File: src/rtl/rotary_led.sv
// Quadrature rotary-encoder front end: synchronise, debounce and decode the two
// phases, then walk a single lit LED left or right once per detent.
module rotary_led #(
    parameter int unsigned DEBOUNCE = 4
) (
    input  logic       clock0,
    input  logic       reset,
    input  logic [1:0] rotary,
    output logic [7:0] leds
);

    localparam int unsigned CNT_W = $clog2(DEBOUNCE + 1);
    localparam logic [CNT_W-1:0] CNT_MAX = CNT_W'(DEBOUNCE);
    localparam logic [CNT_W-1:0] CNT_ONE = CNT_W'(1);

    logic [1:0]       sync1_q, sync1_d;
    logic [1:0]       sync2_q, sync2_d;
    logic [1:0]       prev_q, prev_d;
    logic [CNT_W-1:0] cnt_q, cnt_d;
    logic [1:0]       filt_q, filt_d;
    logic             q1_q, q1_d;
    logic             q2_q, q2_d;
    logic             q1_dly_q, q1_dly_d;
    logic [7:0]       leds_q, leds_d;
    logic             step_s;

    // Next-state logic for the sync chain, debounce filter, phase decode and LED rotation.
    always_comb begin
        sync1_d  = rotary;
        sync2_d  = sync1_q;
        prev_d   = sync2_q;
        cnt_d    = cnt_q;
        filt_d   = filt_q;
        q1_d     = q1_q;
        q2_d     = q2_q;
        q1_dly_d = q1_q;
        leds_d   = leds_q;
        step_s   = q1_q & ~q1_dly_q;

        // prev_q holds last cycle's sync2, so a run of identical samples is counted here.
        if (sync2_q == prev_q) begin
            if (cnt_q == CNT_MAX) begin
                cnt_d = cnt_q;
            end else begin
                cnt_d = cnt_q + CNT_ONE;
            end
        end else begin
            cnt_d = CNT_ONE;
        end

        if (cnt_d == CNT_MAX) begin
            filt_d = sync2_q;
        end else begin
            filt_d = filt_q;
        end

        case (filt_q)
            2'b11:   q1_d = 1'b1;
            2'b00:   q1_d = 1'b0;
            2'b01:   q2_d = 1'b1;
            2'b10:   q2_d = 1'b0;
            default: q1_d = q1_q;
        endcase

        // Direction is whatever q2 holds when q1 rises.
        if (step_s) begin
            if (q2_q) begin
                leds_d = {leds_q[6:0], leds_q[7]};
            end else begin
                leds_d = {leds_q[0], leds_q[7:1]};
            end
        end else begin
            leds_d = leds_q;
        end
    end

    // State registers; reset returns the display to the first LED.
    always_ff @(posedge clock0 or negedge reset) begin
        if (!reset) begin
            sync1_q  <= 2'b00;
            sync2_q  <= 2'b00;
            prev_q   <= 2'b00;
            cnt_q    <= '0;
            filt_q   <= 2'b00;
            q1_q     <= 1'b0;
            q2_q     <= 1'b0;
            q1_dly_q <= 1'b0;
            leds_q   <= 8'h01;
        end else begin
            sync1_q  <= sync1_d;
            sync2_q  <= sync2_d;
            prev_q   <= prev_d;
            cnt_q    <= cnt_d;
            filt_q   <= filt_d;
            q1_q     <= q1_d;
            q2_q     <= q2_d;
            q1_dly_q <= q1_dly_d;
            leds_q   <= leds_d;
        end
    end

    assign leds = leds_q;

endmodule

File: config.mk
export PLATFORM = sky130hd
export DESIGN_NAME = rotary_led
export DESIGN_NICKNAME = d
export VERILOG_FILES = /design/src/rtl/rotary_led.sv
export SDC_FILE = /design/constraint.sdc
export NUM_CORES = 1
export LEC_CHECK = 0
export ABC_AREA = 1
export CELL_PAD_IN_SITES_DETAIL_PLACEMENT = 0
export CELL_PAD_IN_SITES_GLOBAL_PLACEMENT = 1
export CORE_UTILIZATION = 27
export CTS_CLUSTER_DIAMETER = 50
export DETAILED_ROUTE_END_ITERATION = 10
export PLACE_DENSITY_LB_ADDON = 0.1
export SLEW_MARGIN = 30
export SYNTH_ARGS = -nofsm -noshare
export SYNTH_HDL_FRONTEND = slang
export SYNTH_SLANG_ARGS = --single-unit
export TNS_END_PERCENT = 1
File: constraint.sdc
create_clock -name clock0 -period 2.86 [get_ports clock0]
set_clock_uncertainty 0.15 [all_clocks]
set_input_delay 0.286 -clock clock0 [delete_from_list [all_inputs] [get_ports clock0]]
set_output_delay 0.286 -clock clock0 [all_outputs]
set_load 0.005 [all_outputs]
==> results.cfg <==
[placed_design]
placed_cell_count = 160
detailedPlacementHpwl_mm = 1.16
count_of_input_and_output_buffers = 11
gpl.final_weighted_congestion = 0.685

[grt]
gr-usage-all-layers_pct = 9.83
grt_max_degree = 23
antenna_found_initial = 0
vias_in_the_first_global_route = 645
global_route_wire_length_before_repair_mm = 2.93
grt_overflow = 0

[floorplan]
die_area_um2 = 3920
placement_rows = 21
floorplan.io_pins = 12
initial_utilization_pct = 29.0
design.core.area_um2 = 3420
die_x_um = 62.6
chip_height_um = 62.6

[sta]
final_number_of_max_transition_violations = 0
fmax_mhz = 556
hold_ws_ns = 0.157
final-setup-viol-count = 0
timing.setup.tns_ns = 0
worst_pin_slew_ns = 0.517
grt_setup_unrepaired = false
final_hold_viol_count = 0
final.period_utilization_pct = 62.9
maxSlewHeadroom_pct = 65.5
shortest_clock_period_the_worst_path_allows_after_layout_ns = 1.80

[synthesis]
ys_warn_count = 0
synth.area.top_cells = dfrtp_1, nand2_1, inv_1
post_synth_most_frequent_cells = dfrtp_1, nand2_1, inv_1
number_of_register_bits_inferred_by_synthesis = 22
ys_types = 18
syn-cell-area_um2 = 991
synthesis.area_per_instance_um2 = 9.44
post-synth-top-area-cell = dfrtp_1
synth-seq-area-share_pct = 55.7
synth_nets = 113
synth_ff_type = dfrtp_1
netlist.area_leader.share_pct = 53.0
postSynthCellCount = 105
post_synth_edffs = 0
synth-async-reset-ratio_pct = 100

[worst_hold_path]
hold_path_class = in2async

[final_layout]
area_growth_synth_to_finish_pct = 20.6
fill_cells = 365
fin_nets = 127
drive_gt1_share_pct = 13.6
post_layout_nonfiller_instances = 164
num_antenna_cells = 0

[cts]
number_of_hold_repair_buffers_added_at_the_cts_stage = 0
cts_tree = built
clock_path_buffers = 2
cells_resized_by_post_cts_repair = 0
cts_post_setup_buffers_inserted = 0
clock_buffers_created_by_tritoncts = 3
clkTransAtPathRegs_ns = 0.12
cts_root_buf = clkbuf_4
htree_levels = 1
cts.sink_count = 22
insertion_delay_ns = 0.31

[setup_path]
data_required_critical_path_ns = 2.42
worstPathMaxFanout = 3
critical_path_end_type = output port
critPathBufInv = 1
setup.worst_path.start_class = register
critPathTopFamily = flip-flops
arrival_ns = 1.36
crit_path_cell_trace = clkdlybuf4s50_1
timing.critical_path.slowest_cell_delay_ns = 0.56
slowest_stage = dfstp_2
setup.worst_path.class = reg2out

[run]
max_cap_viol_count = 0

[route]
detail-route-antenna-nets = 0
detailed_routing_iterations_pass_1 = 4
residual_drc = 0
drt-total-wl_mm = 1.65
avgRoutedWirePerCell_um = 10.0
avgViaCountPerCell = 4.02
dr.first_iter.drc_count = 26
via_count = 659

[pwr]
design_power_total_mw = 1.00
peakVddDrop_uv = 293
power.density_cell_area_nw_per_um2 = 838
power.leakage_nw = 0.583

[outcome]
status = completed
==> worst paths after layout <==
path	from	endpoint	slack (ns)	depth (start not counted)
worst min register to register	sync1_q[1]	prev_d[1]	0.22	0
worst max register to register	cnt_q[0]	filt_q[1]	1.42	9
worst min-delay path	reset	prev_q[1]	0.16	2
max in group asynchronous	reset	leds[0]	2.12	2
worst max-delay path	leds[0]	leds[0]	1.06	1
min in group clock0	sync1_q[1]	prev_d[1]	0.22	0
==> where the power goes <==
part	total (mW)	switching, mW	internal (mW)
combinational	0.294	0.148	0.146
sequential	0.467	0.0795	0.388
clock	0.240	0.0985	0.142
total	1.00	0.326	0.675
==> per-stage QoR <==
stage | utilization [%] | cell area, um2 | setup slack (ns)
final | 35.0 | 1190 | 1.06
after global routing | 35.0 | 1190 | 1.00
after CTS | 35.0 | 1190 | 1.03
after detailed placement | 33.4 | 1140 | 1.41
after global placement | 33.4 | 1140 | 1.41
after floorplan | - | 991 | 1.52
==> layout by cell type (no fill, tap or decap), drive strengths merged <==
master,Yosys,final
nand2,27,27
inv,22,22
dfrtp,21,21
clkdlybuf4s50,0,11
o21ai,9,9
o211ai,8,8
nand3,4,4
ha,4,4
nor2,4,4
clkbuf,0,3
a31oi,1,1
a21oi,1,1
bufinv,0,1
dfstp,1,1
buf,3,1
==> sequential cells by signal (all words and copies together), names as in the netlist <==
| register | count |
|---|---|
| filt_q | 2 |
| q1_dly_q | 1 |
| sync1_q | 2 |
| q1_dly_d | 1 |
| q2_q | 1 |
| prev_q | 2 |
| cnt_q | 3 |
| leds | 8 |
| prev_d | 2 |
==> final cells by class <==
class / count / area [um2] / share of cell area, %
flip-flops and latches: 22 / 552 / 46.2
clock inverters: 1 / 30.0 / 2.51
well taps: 46 / 57.6 / 4.82
clock buffers: 3 / 22.5 / 1.88
inverters: 22 / 82.6 / 6.91
repair buffers: 12 / 118 / 9.84
multi-input cells: 58 / 333 / 27.9
==> cell families after synthesis <==
logic type               count (synthesis)  share of synthesized area [%]
flip-flops                              22                           55.7
AND/OR/NAND/NOR                         35                           16.8
AO/OA/AOI/OAI                           19                           11.7
adder cells (fa/ha/maj)                  4                           5.05
buffers and inverters                   25                           10.7
==> per-layer routing <==
layer,global-route usage (%),part of all wire (%),vias up
li1,-,-,353
met5,0,0,-
met1,13.6,55,296
met4,2.62,0,0
met3,3.83,3.8,0
met2,14.1,41,10
No activity file was read; power rests on OpenSTA's default activity.
